--- config.mk ---
export PLATFORM = sky130hd
export DESIGN_NAME = seg_scan_ctrl
export DESIGN_NICKNAME = d
export VERILOG_FILES = /design/src/rtl/seg_scan_ctrl.sv
export SDC_FILE = /design/constraint.sdc
export NUM_CORES = 1
export LEC_CHECK = 0
export ABC_AREA = 0
export CAP_MARGIN = 20
export CORE_AREA = 10 10 101 103
export CTS_BUF_LIST = sky130_fd_sc_hd__clkbuf_8 sky130_fd_sc_hd__clkbuf_16
export DETAILED_ROUTE_END_ITERATION = 10
export DIE_AREA = 0 0 111 113
export GPL_TIMING_DRIVEN = 1
export PLACE_DENSITY_LB_ADDON = 0.12
export SETUP_SLACK_MARGIN = 0.2
export SLEW_MARGIN = 0
export SYNTH_ARGS = -nofsm -noshare
export SYNTH_HDL_FRONTEND = slang
export SYNTH_SLANG_ARGS = --single-unit
--- constraint.sdc ---
create_clock -name clk -period 7.32 [get_ports clk]
set_clock_uncertainty 0.2 [all_clocks]
set_input_delay 1.098 -clock clk [delete_from_list [all_inputs] [get_ports clk]]
set_output_delay 1.098 -clock clk [all_outputs]
set_load 0.02 [all_outputs]
--- src/rtl/seg_scan_ctrl.sv ---
// Four-digit multiplexed seven-segment scan controller with frame-synchronous
// double-buffered display value. Optional leading-zero blanking: SEG_LZB_EN.
module seg_scan_ctrl #(
  parameter logic [15:0] CLK_DIV      = 16'd50000,
  parameter logic [15:0] BLANK_CYCLES = 16'd16
) (
  input  logic        clk,
  input  logic        reset,
  input  logic        wr_en,
  input  logic [15:0] wr_data,
  output logic        wr_ready,
  output logic [3:0]  an,
  output logic [6:0]  seg
);

  typedef enum logic {
    PH_BLANK = 1'b0,
    PH_DRIVE = 1'b1
  } phase_e;

  function automatic logic [6:0] hex_to_seg(input logic [3:0] nib);
    logic [6:0] s;
    case (nib)
      4'h0:    s = 7'b1000000;
      4'h1:    s = 7'b1111001;
      4'h2:    s = 7'b0100100;
      4'h3:    s = 7'b0110000;
      4'h4:    s = 7'b0011001;
      4'h5:    s = 7'b0010010;
      4'h6:    s = 7'b0000010;
      4'h7:    s = 7'b1111000;
      4'h8:    s = 7'b0000000;
      4'h9:    s = 7'b0010000;
      4'hA:    s = 7'b0001000;
      4'hB:    s = 7'b0000011;
      4'hC:    s = 7'b1000110;
      4'hD:    s = 7'b0100001;
      4'hE:    s = 7'b0000110;
      4'hF:    s = 7'b0001110;
      default: s = 7'b1111111;
    endcase
    return s;
  endfunction

  function automatic logic [3:0] nibble_sel(input logic [15:0] v, input logic [1:0] i);
    logic [3:0] n;
    case (i)
      2'd0:    n = v[3:0];
      2'd1:    n = v[7:4];
      2'd2:    n = v[11:8];
      2'd3:    n = v[15:12];
      default: n = 4'h0;
    endcase
    return n;
  endfunction

  function automatic logic [3:0] digit_enable(input logic [1:0] i);
    logic [3:0] a;
    case (i)
      2'd0:    a = 4'b1110;
      2'd1:    a = 4'b1101;
      2'd2:    a = 4'b1011;
      2'd3:    a = 4'b0111;
      default: a = 4'b1111;
    endcase
    return a;
  endfunction

`ifdef SEG_LZB_EN
  // A digit is a leading zero when it and every higher digit are zero; digit 0 always shows.
  function automatic logic lead_zero(input logic [15:0] v, input logic [1:0] i);
    logic z;
    case (i)
      2'd3:    z = (v[15:12] == 4'h0);
      2'd2:    z = (v[15:8] == 8'h00);
      2'd1:    z = (v[15:4] == 12'h000);
      default: z = 1'b0;
    endcase
    return z;
  endfunction
`endif

  logic [15:0] cnt_q, cnt_d;
  logic [1:0]  idx_q, idx_d;
  logic [15:0] act_q, act_d;
  logic [15:0] pend_q, pend_d;
  logic        pend_valid_q, pend_valid_d;
  logic [3:0]  an_q, an_d;
  logic [6:0]  seg_q, seg_d;

  logic        slot_end_s;
  logic        frame_end_s;
  logic        wr_accept_s;
  logic        blank_digit_s;
  phase_e      phase_s;

  // Slot timer: cnt runs 0..CLK_DIV-1, idx steps to the next digit on wrap.
  always_comb begin
    slot_end_s  = (cnt_q == (CLK_DIV - 16'd1));
    frame_end_s = slot_end_s && (idx_q == 2'd3);
    if (slot_end_s) begin
      cnt_d = 16'd0;
      idx_d = idx_q + 2'd1;
    end else begin
      cnt_d = cnt_q + 16'd1;
      idx_d = idx_q;
    end
  end

  // Double buffer: writes land in pend; pend moves to act only on the frame boundary.
  // Accept requires an empty pend, so it can never coincide with a transfer.
  always_comb begin
    wr_accept_s  = wr_en && !pend_valid_q;
    act_d        = act_q;
    pend_d       = pend_q;
    pend_valid_d = pend_valid_q;
    if (wr_accept_s) begin
      pend_d       = wr_data;
      pend_valid_d = 1'b1;
    end else if (frame_end_s && pend_valid_q) begin
      act_d        = pend_q;
      pend_valid_d = 1'b0;
    end else begin
      pend_valid_d = pend_valid_q;
    end
  end

  // Display decode: blank at the start of each slot, otherwise light digit idx.
  always_comb begin
    an_d  = 4'b1111;
    seg_d = 7'b1111111;
    if (cnt_q < BLANK_CYCLES) begin
      phase_s = PH_BLANK;
    end else begin
      phase_s = PH_DRIVE;
    end
`ifdef SEG_LZB_EN
    blank_digit_s = lead_zero(act_q, idx_q);
`else
    blank_digit_s = 1'b0;
`endif
    case (phase_s)
      PH_DRIVE: begin
        if (blank_digit_s) begin
          an_d  = 4'b1111;
          seg_d = 7'b1111111;
        end else begin
          an_d  = digit_enable(idx_q);
          seg_d = hex_to_seg(nibble_sel(act_q, idx_q));
        end
      end
      PH_BLANK: begin
        an_d  = 4'b1111;
        seg_d = 7'b1111111;
      end
      default: begin
        an_d  = 4'b1111;
        seg_d = 7'b1111111;
      end
    endcase
  end

  // State and output registers; reset clears everything including any pending value.
  always_ff @(posedge clk or negedge reset) begin
    if (!reset) begin
      cnt_q        <= 16'd0;
      idx_q        <= 2'd0;
      act_q        <= 16'h0000;
      pend_q       <= 16'h0000;
      pend_valid_q <= 1'b0;
      an_q         <= 4'b1111;
      seg_q        <= 7'b1111111;
    end else begin
      cnt_q        <= cnt_d;
      idx_q        <= idx_d;
      act_q        <= act_d;
      pend_q       <= pend_d;
      pend_valid_q <= pend_valid_d;
      an_q         <= an_d;
      seg_q        <= seg_d;
    end
  end

  assign wr_ready = ~pend_valid_q;
  assign an       = an_q;
  assign seg      = seg_q;

endmodule

After elaboration in Yosys (flattened, before gate mapping)
Memory sizes are Yosys's and may differ from the RTL's. Cells that the tools add are included.

Register bits after elaboration: 62. Latch bits: 0. Bits in writable memories: 0. Bits in read-only memories: 112. Input port bits: 19. Word-level logic and storage cells: 33. Memories kept: 1.

Memories: (no name shown) (depth 16, width 7, read ports 1, clocked after Yosys merged registers in 0, write ports 0, line 23) `case (nib)`.

Add/sub/neg operators: 2. Multiply operators: 0. Div/mod/pow operators: 0. Order comparisons: 1. Equality and inequality tests: 4. Shifts and indexed selects: 0. Mux-type cells: 9. Bitwise gates (word level): 2. Reduce and logical (&&, ||, !) cells: 7.

Operator list (number): one-hot mux 4 bit (4 select lines) (2); adder 16 x 1 -> 16 bit, second input constant (1); == test 16 bit, second input constant (1); < comparator 16 x 5 -> 1 bit, second input constant (1); two-way mux 16 bit (1); one-hot mux 7 bit (2 select lines) (1); one-hot mux 4 bit (2 select lines) (1); == test 2 bit, second input constant (2); two-way mux 4 bit (1); logical AND 1 bit (3); two-way mux 1 bit (3); adder 2 x 1 -> 2 bit, second input constant (1); == test 2 x 1 -> 1 bit, second input constant (1); logical NOT 2 bit (1); inverter 1 bit (2); AND reduction 2 bit (1); nonzero test 2 bit (1); logical NOT 1 bit (1).

Logic depth before layout (Yosys ltp)
Depth in word-level cells: 5. Mapped depth: 10. Depth with buffers taken out: 9.

Worst setup path before layout
OpenSTA, ideal clock, no wires.

Path type: input to register. Start point: input wr_en. End point: register pend_q[0]. Setup time: 0.125 ns. Arrival time: 2.177 ns. Required time: 6.995 ns. Setup slack: 4.818 ns. Stages: 4. Path buffers: 2. Cell sequence: nor2b_1 -> clkbuf_1 -> clkbuf_1 -> mux2_2.

Cells in the longest elaborated chain, start to end: 1.

Ends and longest elaborated chain: from (decl) (line 9) `input logic wr_en,`; logical AND 1 bit (line 113) `wr_accept_s = wr_en && !pend_valid_q;`; to (signal assigned) (line 177) `pend_q <= pend_d;`; to (decl) (line 86) `logic [15:0] pend_q, pend_d;`.

Every way passes these cells. A chain may end at the register's enable or synchronous reset.

Worst setup path in the final report
Start point: register seg_q[1], in the netlist seg[1]. End point: output seg[1].

RTL lines: from (decl) (line 89) `logic [6:0] seg_q, seg_d;`; from (signal assigned) (line 180) `seg_q <= seg_d;`; to (decl) (line 13) `output logic [6:0] seg`.

No word-level cell between the ends.

==> impl_metrics.env <==
export IMPL_cpPeakStageDelay_ns=0.59
export IMPL_ys_seq_elements=62
export IMPL_antenna_cells=0
export IMPL_ant_nets=0
export IMPL_floorplan_initialDensity=0.345
export IMPL_die_w_um=111
export IMPL_min_path_type="flop to flop"
export IMPL_cts_resized=0
export IMPL_fin_setup_tns_ns=0
export IMPL_relSlewSlack=0.414
export IMPL_yosys_most_used_dff="dfrtp_1"
export IMPL_fmax_mhz=365
export IMPL_maxCapViolCount=0
export IMPL_power_total_w=0.000642
export IMPL_cts_tree="done"
export IMPL_cp_end_kind="primary output"
export IMPL_grt_pass1_vias=1884
export IMPL_min_to="cnt_q[0]$_DFF_PN0_"
export IMPL_gp_congestion=0.772
export IMPL_synth_edf_count=0
export IMPL_crit_path_top_delay_cell="clkdlybuf4s50_1"
export IMPL_place_ws_ns=4.65
export IMPL_setup_ws_ns=4.58
export IMPL_syn_nets=251
export IMPL_synth_distinct_cells=38
export IMPL_finish_utilization=0.417
export IMPL_status="complete, no violations"
export IMPL_finalCritPeriodShare=0.375
export IMPL_avgSynthCellArea_um2=12.7
export IMPL_htreeDepth=3
export IMPL_antenna_found_initial=0
export IMPL_synthArstFlopShare=1.00
export IMPL_place_inst=354
export IMPL_worstSetupStartpointType="flop"
export IMPL_vias_per_cell=4.79
export IMPL_wire_per_inst_um=15.3
export IMPL_drtIter0Drc=84
export IMPL_drt_wl_total_um=5640
export IMPL_clk_pin_slew_ns=0.07
export IMPL_regArea_um2=1570
export IMPL_vias=1774
export IMPL_drv_slew=0
export IMPL_crit_buf_inv=1
export IMPL_io_pin_count=31
export IMPL_hpwl_um=3940
export IMPL_whs_path_depth=1
export IMPL_power_density_nw_per_um2=189
export IMPL_total_leakage_power_nw=1.54
export IMPL_netlist_instances=221
export IMPL_die_area_um2=12500
export IMPL_period_needed_ns=2.74
export IMPL_cts_root_buf="clkbuf_8"
export IMPL_hold_buffers=0
export IMPL_drt_drc_violations_left=0
export IMPL_r2r_start="idx_q[0]$_DFFE_PN0N_"
export IMPL_dieHeight_um=113
export IMPL_ys_warn_count=0
export IMPL_path_cells="clkdlybuf4s50_1"
export IMPL_crit_family="buffers and inverters"
export IMPL_clockBufferDepth=2
export IMPL_numCtsBuffers=9
export IMPL_required_ns=6.02
export IMPL_grt_pass1_wl_um=9820
export IMPL_core_um2=8130
export IMPL_reg2reg_depth=9
export IMPL_min_from="cnt_q[0]$_DFF_PN0_"
export IMPL_tightestPinTransition_ns=0.876
export IMPL_firstDrtPassIters=5
export IMPL_rows=33
export IMPL_critPathKind="flop to primary output"
export IMPL_grtUsageTotal=0.0953
export IMPL_multiInputGateArea_um2=1180
export IMPL_syn_area_um2=2810
export IMPL_worstSkewPairLatency_ns=0.33
export IMPL_overflow=0
export IMPL_drive_gt1_frac=0.211
export IMPL_post_cts_setup_buffer_count=0
export IMPL_path_max_fanout=1
export IMPL_clock_sinks=62
export IMPL_area_delta_synth_final_pct=20.9
export IMPL_hold_violations=0
export IMPL_io_buffer_count=30
export IMPL_fillCellCount=792
export IMPL_finalNonFillerCells=370
export IMPL_rsz0062_at_grt="false"
export IMPL_arrival_ns=1.44
export IMPL_peakVddDrop_v=0.0000781
export IMPL_reg2reg_slack_ns=4.63
export IMPL_r2r_end="seg[3]$_DFF_PN1_"
export IMPL_yosysSeqAreaShare=0.557
export IMPL_finalSetupViolations=0
export IMPL_nets=290
export IMPL_grt_max_degree=63
-- layout make-up --
cell class / instances / share of cell area
multi-input combinational: 144 / 0.347
sequential: 62 / 0.461
clock buffer: 10 / 0.0405
timing repair buffer: 32 / 0.0914
inverter: 11 / 0.0122
tap: 105 / 0.0387
clock inverter: 6 / 0.00885
-- worst max path at each step --
stage	startpoint	to	slack, ns	cells after the start
2_1_floorplan	wr_en	pend_q[0]$_DFFE_PN0P_	4.82	4
6_report	seg[1]$_DFF_PN1_	seg[1]	4.58	1
3_3_place_gp	wr_en	pend_q[3]$_DFFE_PN0P_	4.65	4
4_1_cts	seg[1]$_DFF_PN1_	seg[1]	4.55	1
3_5_place_dp	wr_en	pend_q[6]$_DFFE_PN0P_	4.65	4
5_1_grt	idx_q[0]$_DFFE_PN0N_	seg[3]$_DFF_PN1_	4.37	9
-- layer usage --
metal / global-route usage / vias up / wire length [µm]
met5: 0 / - / 0
met4: 0.0495 / 0 / 46
met3: 0.0264 / 4 / 256
met2: 0.128 / 33 / 2310
met1: 0.135 / 870 / 3030
li1: - / 867 / -
-- sequential cells by signal, indices dropped and copies added (netlist names) --
signal        cells
pend_q           16
act_q            16
cnt_q            16
idx_q             2
an                4
pend_valid_q      1
seg               7
-- placed cells by master (no fill, tap or decap), types with 6 or more instances in the layout --
cell type / instances
nand3_1: 7
mux2_1: 9
dfrtp_1: 51
nor2b_1: 6
nor2_1: 10
clkdlybuf4s50_1: 29
xnor2_1: 6
dfstp_2: 11
inv_1: 13
clkbuf_8: 10
xor2_1: 8
ha_1: 11
mux2_2: 24
nand2_1: 12
-- kinds of logic after synthesis --
kind of cell / share of synthesized area
and+or+nand+nor: 0.114
AOI/OAI and AO/OA: 0.0628
DFF: 0.557
buffers and inverters: 0.0227
muxes: 0.150
adders and majority gates: 0.0490
xor gates and xnor gates: 0.0437
-- report_power, final --
part           internal, W  total (W)  leakage, nW  switching, W
clock network     0.000128   0.000258       0.0944      0.000130
logic            0.0000158  0.0000257        0.659    0.00000988
registers         0.000353   0.000358        0.782    0.00000521
total             0.000497   0.000642         1.54      0.000146
-- cells in the mapped netlist, types with 2 or more instances --
| cell type | count | share of area |
|---|---|---|
| nand2_1 | 12 | 0.016 |
| nor4_1 | 4 | 0.0089 |
| and3_1 | 5 | 0.011 |
| nor2_1 | 10 | 0.013 |
| nor3_1 | 2 | 0.0036 |
| xor2_1 | 8 | 0.025 |
| o221ai_1 | 4 | 0.012 |
| inv_1 | 11 | 0.015 |
| dfstp_2 | 11 | 0.10 |
| and2_1 | 2 | 0.0045 |
| clkbuf_1 | 3 | 0.0040 |
| o21ai_0 | 3 | 0.0053 |
| a21oi_1 | 4 | 0.0071 |
| and4_1 | 2 | 0.0062 |
| a222oi_1 | 2 | 0.0071 |
| xnor2_1 | 6 | 0.019 |
| mux2_2 | 24 | 0.096 |
| nand4_1 | 2 | 0.0045 |
| nor2b_1 | 6 | 0.013 |
| dfrtp_1 | 51 | 0.45 |
| a22oi_1 | 3 | 0.0080 |
| ha_1 | 11 | 0.049 |
| mux2i_1 | 5 | 0.018 |
| nand3_1 | 7 | 0.012 |
| a211oi_1 | 2 | 0.0053 |
| mux2_1 | 9 | 0.036 |
-- per-stage QoR --
| stage | hold WS (ns) | area (µm²) |
|---|---|---|
| after floorplan | 0.233 | 2810 |
| after global placement | 0.259 | 3230 |
| after detailed placement | 0.267 | 3230 |
| after CTS | 0.275 | 3390 |
| after global routing | 0.296 | 3390 |
| final | 0.268 | 3390 |
Note: power is estimated with default switching activity, not from simulation.
